[src/rtl/ternary_serial_alu_pkg.sv]
`default_nettype none
// ============================================================================
//  Module      : tern_pkg
//  Description : Shared definitions for the bit-serial ternary ALU: trit
//                encodings, operation codes and the sequencer state type.
//                Trit encoding {x1,x0}: 0 = 00, 1 = 10, 2 = 01, 11 = illegal.
//  Revision    : 1.0 - initial release
// ============================================================================
package tern_pkg;

   // Trit codes as {x1,x0}
   localparam logic [1:0] T_ZERO = 2'b00;
   localparam logic [1:0] T_ONE  = 2'b10;
   localparam logic [1:0] T_TWO  = 2'b01;
   localparam logic [1:0] T_ILL  = 2'b11;

   // Operation codes
   localparam logic [1:0] OP_MAX  = 2'b00;
   localparam logic [1:0] OP_CONS = 2'b01;
   localparam logic [1:0] OP_MIN  = 2'b10;
   localparam logic [1:0] OP_RSVD = 2'b11;

   // Sequencer states
   typedef enum logic [1:0] {
      IDLE = 2'b00,
      RUN  = 2'b01,
      DONE = 2'b10
   } state_t;

endpackage
`default_nettype wire

[src/rtl/ternary_serial_alu_trit_op.sv]
`default_nettype none
// ============================================================================
//  Module      : ternary_trit_op
//  Description : Combinational single-trit operator. Applies MAX, CONSENSUS
//                or (optionally) MIN to one trit pair. An illegal operand
//                code or an unsupported op yields a zero trit and raises ill.
//  Config      : TERN_MIN_EN - when defined, op 10 performs MIN; otherwise
//                op 10 behaves as a reserved op and no MIN logic exists.
//  Ports       : op        in  2  operation code
//                a0, a1    in  1  operand A trit {a1,a0}
//                b0, b1    in  1  operand B trit {b1,b0}
//                out0,out1 out 1  result trit {out1,out0}
//                ill       out 1  illegal operand or unsupported op
//  Revision    : 1.0 - initial release
// ============================================================================
module ternary_trit_op
   import tern_pkg::*;
(
   input  logic [1:0] op,
   input  logic       a0,
   input  logic       a1,
   input  logic       b0,
   input  logic       b1,
   output logic       out0,
   output logic       out1,
   output logic       ill
);

   logic w_a_ill;
   logic w_b_ill;
   logic w_op_ok;
   logic w_max0;
   logic w_max1;
   logic w_cons0;
   logic w_cons1;

   always_comb begin
      w_a_ill = ({a1, a0} == T_ILL);
      w_b_ill = ({b1, b0} == T_ILL);

      w_max0  = a0 | b0;
      w_max1  = (a1 | b1) & ~w_max0;
      w_cons0 = a0 & b0;
      w_cons1 = a1 | b1 | (a0 ^ b0);

      out0    = 1'b0;
      out1    = 1'b0;
      w_op_ok = 1'b0;
      case (op)
         OP_MAX: begin
            out0    = w_max0;
            out1    = w_max1;
            w_op_ok = 1'b1;
         end
         OP_CONS: begin
            out0    = w_cons0;
            out1    = w_cons1;
            w_op_ok = 1'b1;
         end
`ifdef TERN_MIN_EN
         OP_MIN: begin
            out0    = a0 & b0;
            out1    = (a0 | a1) & (b0 | b1) & ~(a0 & b0);
            w_op_ok = 1'b1;
         end
`endif
         default: begin
            w_op_ok = 1'b0;
         end
      endcase

      ill = w_a_ill | w_b_ill | ~w_op_ok;

      // Any error condition collapses the result trit to zero
      if (ill) begin
         {out1, out0} = T_ZERO;
      end
   end

endmodule
`default_nettype wire

[src/rtl/ternary_serial_alu.sv]
`default_nettype none
// ============================================================================
//  Module      : ternary_serial_alu
//  Description : Bit-serial ternary operand sequencer and result collector.
//                Accepts two N-trit words, streams them LSB first through a
//                single trit operator (one trit per cycle), reassembles the
//                result word and offers it on a valid/ready output.
//  Config      : TERN_MIN_EN - enables the MIN operation (op 10) in the
//                trit operator; otherwise op 10 is reserved.
//  Ports       : clk            in  1  clock
//                rst            in  1  synchronous active-high reset
//                in_valid       in  1  operand word offered
//                in_ready       out 1  block idle, can accept operands
//                op             in  2  00 MAX, 01 CONSENSUS, 10 MIN, 11 rsvd
//                a0,a1,b0,b1    in  N  operands, trit i = {x1[i], x0[i]}
//                out_valid      out 1  result word available
//                out_ready      in  1  consumer takes result
//                r0, r1         out N  result word
//                err            out 1  illegal trit or reserved op seen
//  Revision    : 1.0 - initial release
// ============================================================================
module ternary_serial_alu
   import tern_pkg::*;
#(
   parameter int N = 8
)
(
   input  logic         clk,
   input  logic         rst,
   input  logic         in_valid,
   output logic         in_ready,
   input  logic [1:0]   op,
   input  logic [N-1:0] a0,
   input  logic [N-1:0] a1,
   input  logic [N-1:0] b0,
   input  logic [N-1:0] b1,
   output logic         out_valid,
   input  logic         out_ready,
   output logic [N-1:0] r0,
   output logic [N-1:0] r1,
   output logic         err
);

   localparam int            CW   = $clog2(N) + 1;
   localparam logic [CW-1:0] LAST = CW'(N - 1);

   state_t         state_q,     state_d;
   logic [CW-1:0]  count_q,     count_d;
   logic [1:0]     op_q,        op_d;
   logic [N-1:0]   a0_q,        a0_d;
   logic [N-1:0]   a1_q,        a1_d;
   logic [N-1:0]   b0_q,        b0_d;
   logic [N-1:0]   b1_q,        b1_d;
   logic [N-1:0]   r0_q,        r0_d;
   logic [N-1:0]   r1_q,        r1_d;
   logic           err_q,       err_d;
   logic           out_valid_q, out_valid_d;
   logic           in_ready_q,  in_ready_d;

   logic           w_t0;
   logic           w_t1;
   logic           w_ill;
   logic [N-1:0]   w_r0_ins;
   logic [N-1:0]   w_r1_ins;

   // Operands are shifted right each RUN cycle, so the trit being processed
   // is always at bit 0.
   ternary_trit_op u_trit_op (
      .op   (op_q),
      .a0   (a0_q[0]),
      .a1   (a1_q[0]),
      .b0   (b0_q[0]),
      .b1   (b1_q[0]),
      .out0 (w_t0),
      .out1 (w_t1),
      .ill  (w_ill)
   );

   // Results enter at the MSB and move down; after N insertions trit 0 sits
   // at bit 0.
   generate
      if (N == 1) begin : g_single
         assign w_r0_ins = w_t0;
         assign w_r1_ins = w_t1;
      end else begin : g_multi
         assign w_r0_ins = {w_t0, r0_q[N-1:1]};
         assign w_r1_ins = {w_t1, r1_q[N-1:1]};
      end
   endgenerate

   always_comb begin
      state_d     = state_q;
      count_d     = count_q;
      op_d        = op_q;
      a0_d        = a0_q;
      a1_d        = a1_q;
      b0_d        = b0_q;
      b1_d        = b1_q;
      r0_d        = r0_q;
      r1_d        = r1_q;
      err_d       = err_q;
      out_valid_d = out_valid_q;
      in_ready_d  = in_ready_q;

      case (state_q)
         IDLE: begin
            if (in_valid) begin
               op_d       = op;
               a0_d       = a0;
               a1_d       = a1;
               b0_d       = b0;
               b1_d       = b1;
               r0_d       = '0;
               r1_d       = '0;
               count_d    = '0;
               err_d      = 1'b0;
               in_ready_d = 1'b0;
               state_d    = RUN;
            end
         end
         RUN: begin
            a0_d    = a0_q >> 1;
            a1_d    = a1_q >> 1;
            b0_d    = b0_q >> 1;
            b1_d    = b1_q >> 1;
            r0_d    = w_r0_ins;
            r1_d    = w_r1_ins;
            err_d   = err_q | w_ill;
            count_d = count_q + CW'(1);
            if (count_q == LAST) begin
               out_valid_d = 1'b1;
               state_d     = DONE;
            end
         end
         DONE: begin
            if (out_ready) begin
               out_valid_d = 1'b0;
               in_ready_d  = 1'b1;
               state_d     = IDLE;
            end
         end
         default: begin
            out_valid_d = 1'b0;
            in_ready_d  = 1'b1;
            state_d     = IDLE;
         end
      endcase
   end

   always_ff @(posedge clk) begin
      if (rst) begin
         state_q     <= IDLE;
         count_q     <= '0;
         op_q        <= OP_MAX;
         a0_q        <= '0;
         a1_q        <= '0;
         b0_q        <= '0;
         b1_q        <= '0;
         r0_q        <= '0;
         r1_q        <= '0;
         err_q       <= 1'b0;
         out_valid_q <= 1'b0;
         in_ready_q  <= 1'b1;
      end else begin
         state_q     <= state_d;
         count_q     <= count_d;
         op_q        <= op_d;
         a0_q        <= a0_d;
         a1_q        <= a1_d;
         b0_q        <= b0_d;
         b1_q        <= b1_d;
         r0_q        <= r0_d;
         r1_q        <= r1_d;
         err_q       <= err_d;
         out_valid_q <= out_valid_d;
         in_ready_q  <= in_ready_d;
      end
   end

   assign in_ready  = in_ready_q;
   assign out_valid = out_valid_q;
   assign r0        = r0_q;
   assign r1        = r1_q;
   assign err       = err_q;

endmodule
`default_nettype wire

[config.mk]
export PLATFORM = sky130hd
export DESIGN_NAME = ternary_serial_alu
export DESIGN_NICKNAME = d
export VERILOG_FILES = /design/src/rtl/ternary_serial_alu_pkg.sv /design/src/rtl/ternary_serial_alu_trit_op.sv /design/src/rtl/ternary_serial_alu.sv
export SDC_FILE = /design/constraint.sdc
export NUM_CORES = 1
export LEC_CHECK = 0
export ABC_AREA = 1
export CORE_UTILIZATION = 40
export DETAILED_ROUTE_END_ITERATION = 10
export MAX_ROUTING_LAYER = met4
export PLACE_DENSITY = 0.66
export SLEW_MARGIN = 10
export SYNTH_ARGS = -nofsm -noshare
export SYNTH_HDL_FRONTEND = slang
export SYNTH_SLANG_ARGS = --single-unit
[constraint.sdc]
create_clock -name clk -period 1.6 [get_ports clk]
set_input_delay 0.16 -clock clk [delete_from_list [all_inputs] [get_ports clk]]
set_output_delay 0.16 -clock clk [all_outputs]
set_load 0.01 [all_outputs]
==> flow_summary.yaml <==
clock_network:
  cts_resized: 0
  clock_sinks: 59
  cts_tree: "yes"
  clock_latency_ns: 0.32
  numCtsBuffers: 9
  post_cts_buffers: 0
  ctsHtreeMaxLevel: 3
  root_buffer: "clkbuf_8"
  hold_buffers: 0
  clk_pin_slew_worst_paths_ns: 0.06
  cts_buffer_depth: 2
floorplan:
  row_count: 28
  die_w_um: 82.1
  start_util: 0.424
  ioPinCount: 57
  dieArea_um2: 6750
  fp.dieH_um: 82.1
  core_area_um2: 6060
synthesis:
  yosysSeqAreaShare: 0.460
  avgSynthCellArea_um2: 6.81
  netlist_instances: 377
  synth_area_um2: 2570
  synthTopCellsByArea: "dfxtp_1, nand2_1, nor2_1, o21ai_0, a21oi_1"
  syn_nets: 418
  yosysUniqueCellTypes: 24
  synthDominantCellAreaShare: 0.460
  ys_ff_latch: 59
  ys_warn_count: 0
  synth_top_cell_by_area: "dfxtp_1"
critical_path:
  slowest_stage: "clkdlybuf4s50_1"
  start_kind: "flop"
  critical_path.max_fanout: 3
  path_depth: 1
  cp.required_ns: 1.44
  reg2reg_to: "r1[7]"
  path_cells: "clkdlybuf4s50_1"
  worstPathArrival_ns: 1.27
  rr_startpoint: "state_q[1]"
  slowest_delay_ns: 0.56
  end_kind: "output pin"
  crit_type: "reg2out"
  r2r_setup_slack_ns: 0.27
  worst_r2r_path_depth: 7
  cp_top_family: "buffers and inverters"
  cp-startpoint: "r0[7]"
  crit_end: "r0[7]"
  critPathBufInv: 1
run:
  maxCapViolations: 0
grt:
  grt_start_max_net_pins: 49
  grt_usage: 0.196
  antenna_found_initial: 0
  grt_pass1_wl_mm: 9.67
  grt_pass1_vias: 2216
  overflow: 0
placement:
  place_area_um2: 3220
  dpl.cell_count: 493
  hpwlAfterDp_mm: 3.76
  port_buffers: 56
  place_congestion: 0.830
route:
  drtAntennaViolNets: 0
  drtPass1Iterations: 4
  drt-total-wl_mm: 5.92
  via_count: 2419
  wl_per_cell_um: 11.6
  routed_via_density: 4.75
  post-route-drc-count: 0
  drt-initial-drc-count: 105
finish:
  fillers: 609
  antennaDiodeCount: 0
  post-route-util: 0.574
  nNetsFinal: 470
  postLayoutCellArea_um2: 3480
  drive_gt1_frac: 0.0691
  area_delta_synth_final_pct: 35.4
  finalNonFillerCells: 509
power_and_ir_drop:
  peakVddDrop_mv: 0.704
  cellLeakagePower_uw: 0.00148
  powerDensity_nw_per_um2: 1190
hold_path:
  hp-class: "in2reg"
timing:
  fin_skew_ns: 0.00906
  setup_viol: 0
  max_freq_mhz: 702
  rsz0062_at_grt: "false"
  slew_viol_final: 0
  worst_pin_slew_ns: 0.270
  fin_setup_tns_ns: 0
  max_slew_margin: 0.820
  finalCriticalPeriod_ns: 1.43
  period_share: 0.891
  hold_violations: 0
  whs_ns: 0.390
outcome:
  outcome: "completed"
cell families (layout without fill, tap and decap cells):
kind of cell / Yosys count / in the layout / synth area share
AOI/OAI and AO/OA: 65 / 65 / 0.130
DFF: 59 / 59 / 0.460
buffers and inverters: 36 / 93 / 0.0692
and+or+nand+nor: 214 / 214 / 0.326
adders and majority gates: 3 / 3 / 0.0146
layout by cell type, fill, tap and decap left out:
cell             count
inv_2                3
dfxtp_1             59
bufinv_16            3
buf_4                2
nand2_1            138
o211ai_1             1
o31ai_1              1
buf_12               5
nand3_4              1
nand3_1              7
clkdlybuf4s50_1     56
nor2_4               1
a21oi_1             29
ha_1                 3
nand2_2              2
inv_1               11
nor2_1              63
o21ai_0             32
clkinv_2             1
o22ai_1              1
clkbuf_8            12
nand3b_1             1
nor3_1               1
a211oi_1             1
layer usage:
layer / routed length [um] / up-vias / GRT usage
li1: - / 1293 / -
met1: 2850 / 1061 / 0.234
met2: 2630 / 59 / 0.312
met3: 353 / 6 / 0.0560
met4: 74 / 0 / 0.0737
met5: 0 / - / -
state kept, by name, summed over array words and instances (netlist names), 2 cells and up:
register,count
r0,8
count_q,4
a1_q,8
op_q,2
b0_q,8
r1,8
state_q,2
a0_q,8
b1_q,8
where the power goes:
group / total (uW) / internal, uW / switching (uW)
clock network: 1720 / 1160 / 558
registers: 1680 / 1610 / 77.8
logic: 741 / 324 / 417
how the worst min path moves through the flow:
stage / start / endpoint / slack [ns] / depth (start not counted)
after floorplan: a0[7] / a0_q[7] / 0.31 / 2
after global placement: b1_q[7] / b1_q[7] / 0.45 / 2
after detailed placement: out_valid / out_valid / 0.46 / 2
after CTS: a1[7] / a1_q[7] / 0.38 / 3
after global routing: a1[7] / a1_q[7] / 0.40 / 3
final: a1[7] / a1_q[7] / 0.39 / 3
Yosys cell counts, drive strengths merged:
master,instances
a211oi,1
a21oi,29
buf,14
clkbuf,8
dfxtp,59
ha,3
inv,14
nand2,140
nand3,8
nand3b,1
nor2,64
nor3,1
o211ai,1
o21ai,32
o22ai,1
o31ai,1
worst register-to-register path, stage by stage, from the launching register on:
cell and delay [ns]:
dfxtp_1 0.43, inv_2 0.11, nand2_2 0.11, nand2_2 0.09, inv_2 0.08, buf_12 0.19, nand2_1 0.09, a21oi_1 0.15
area by class of cell:
class,instances,area (um^2),share of cell area
clock buffers,12,165,0.0475
clock inverters,4,95.1,0.0273
inverters,14,52.6,0.0151
multi-input cells,282,1210,0.349
flip-flops and latches,59,1180,0.340
well taps,75,93.8,0.0270
repair buffers,63,676,0.194
stage by stage:
| step | total power [uW] | setup slack [ns] |
|---|---|---|
| after floorplan | 2200 | 0.450 |
| after global placement | 2450 | 0.197 |
| after detailed placement | 2460 | 0.177 |
| after CTS | 4190 | 0.160 |
| after global routing | 4360 | 0.128 |
| final | 4140 | 0.175 |
No activity file was read; power rests on OpenSTA's default activity.
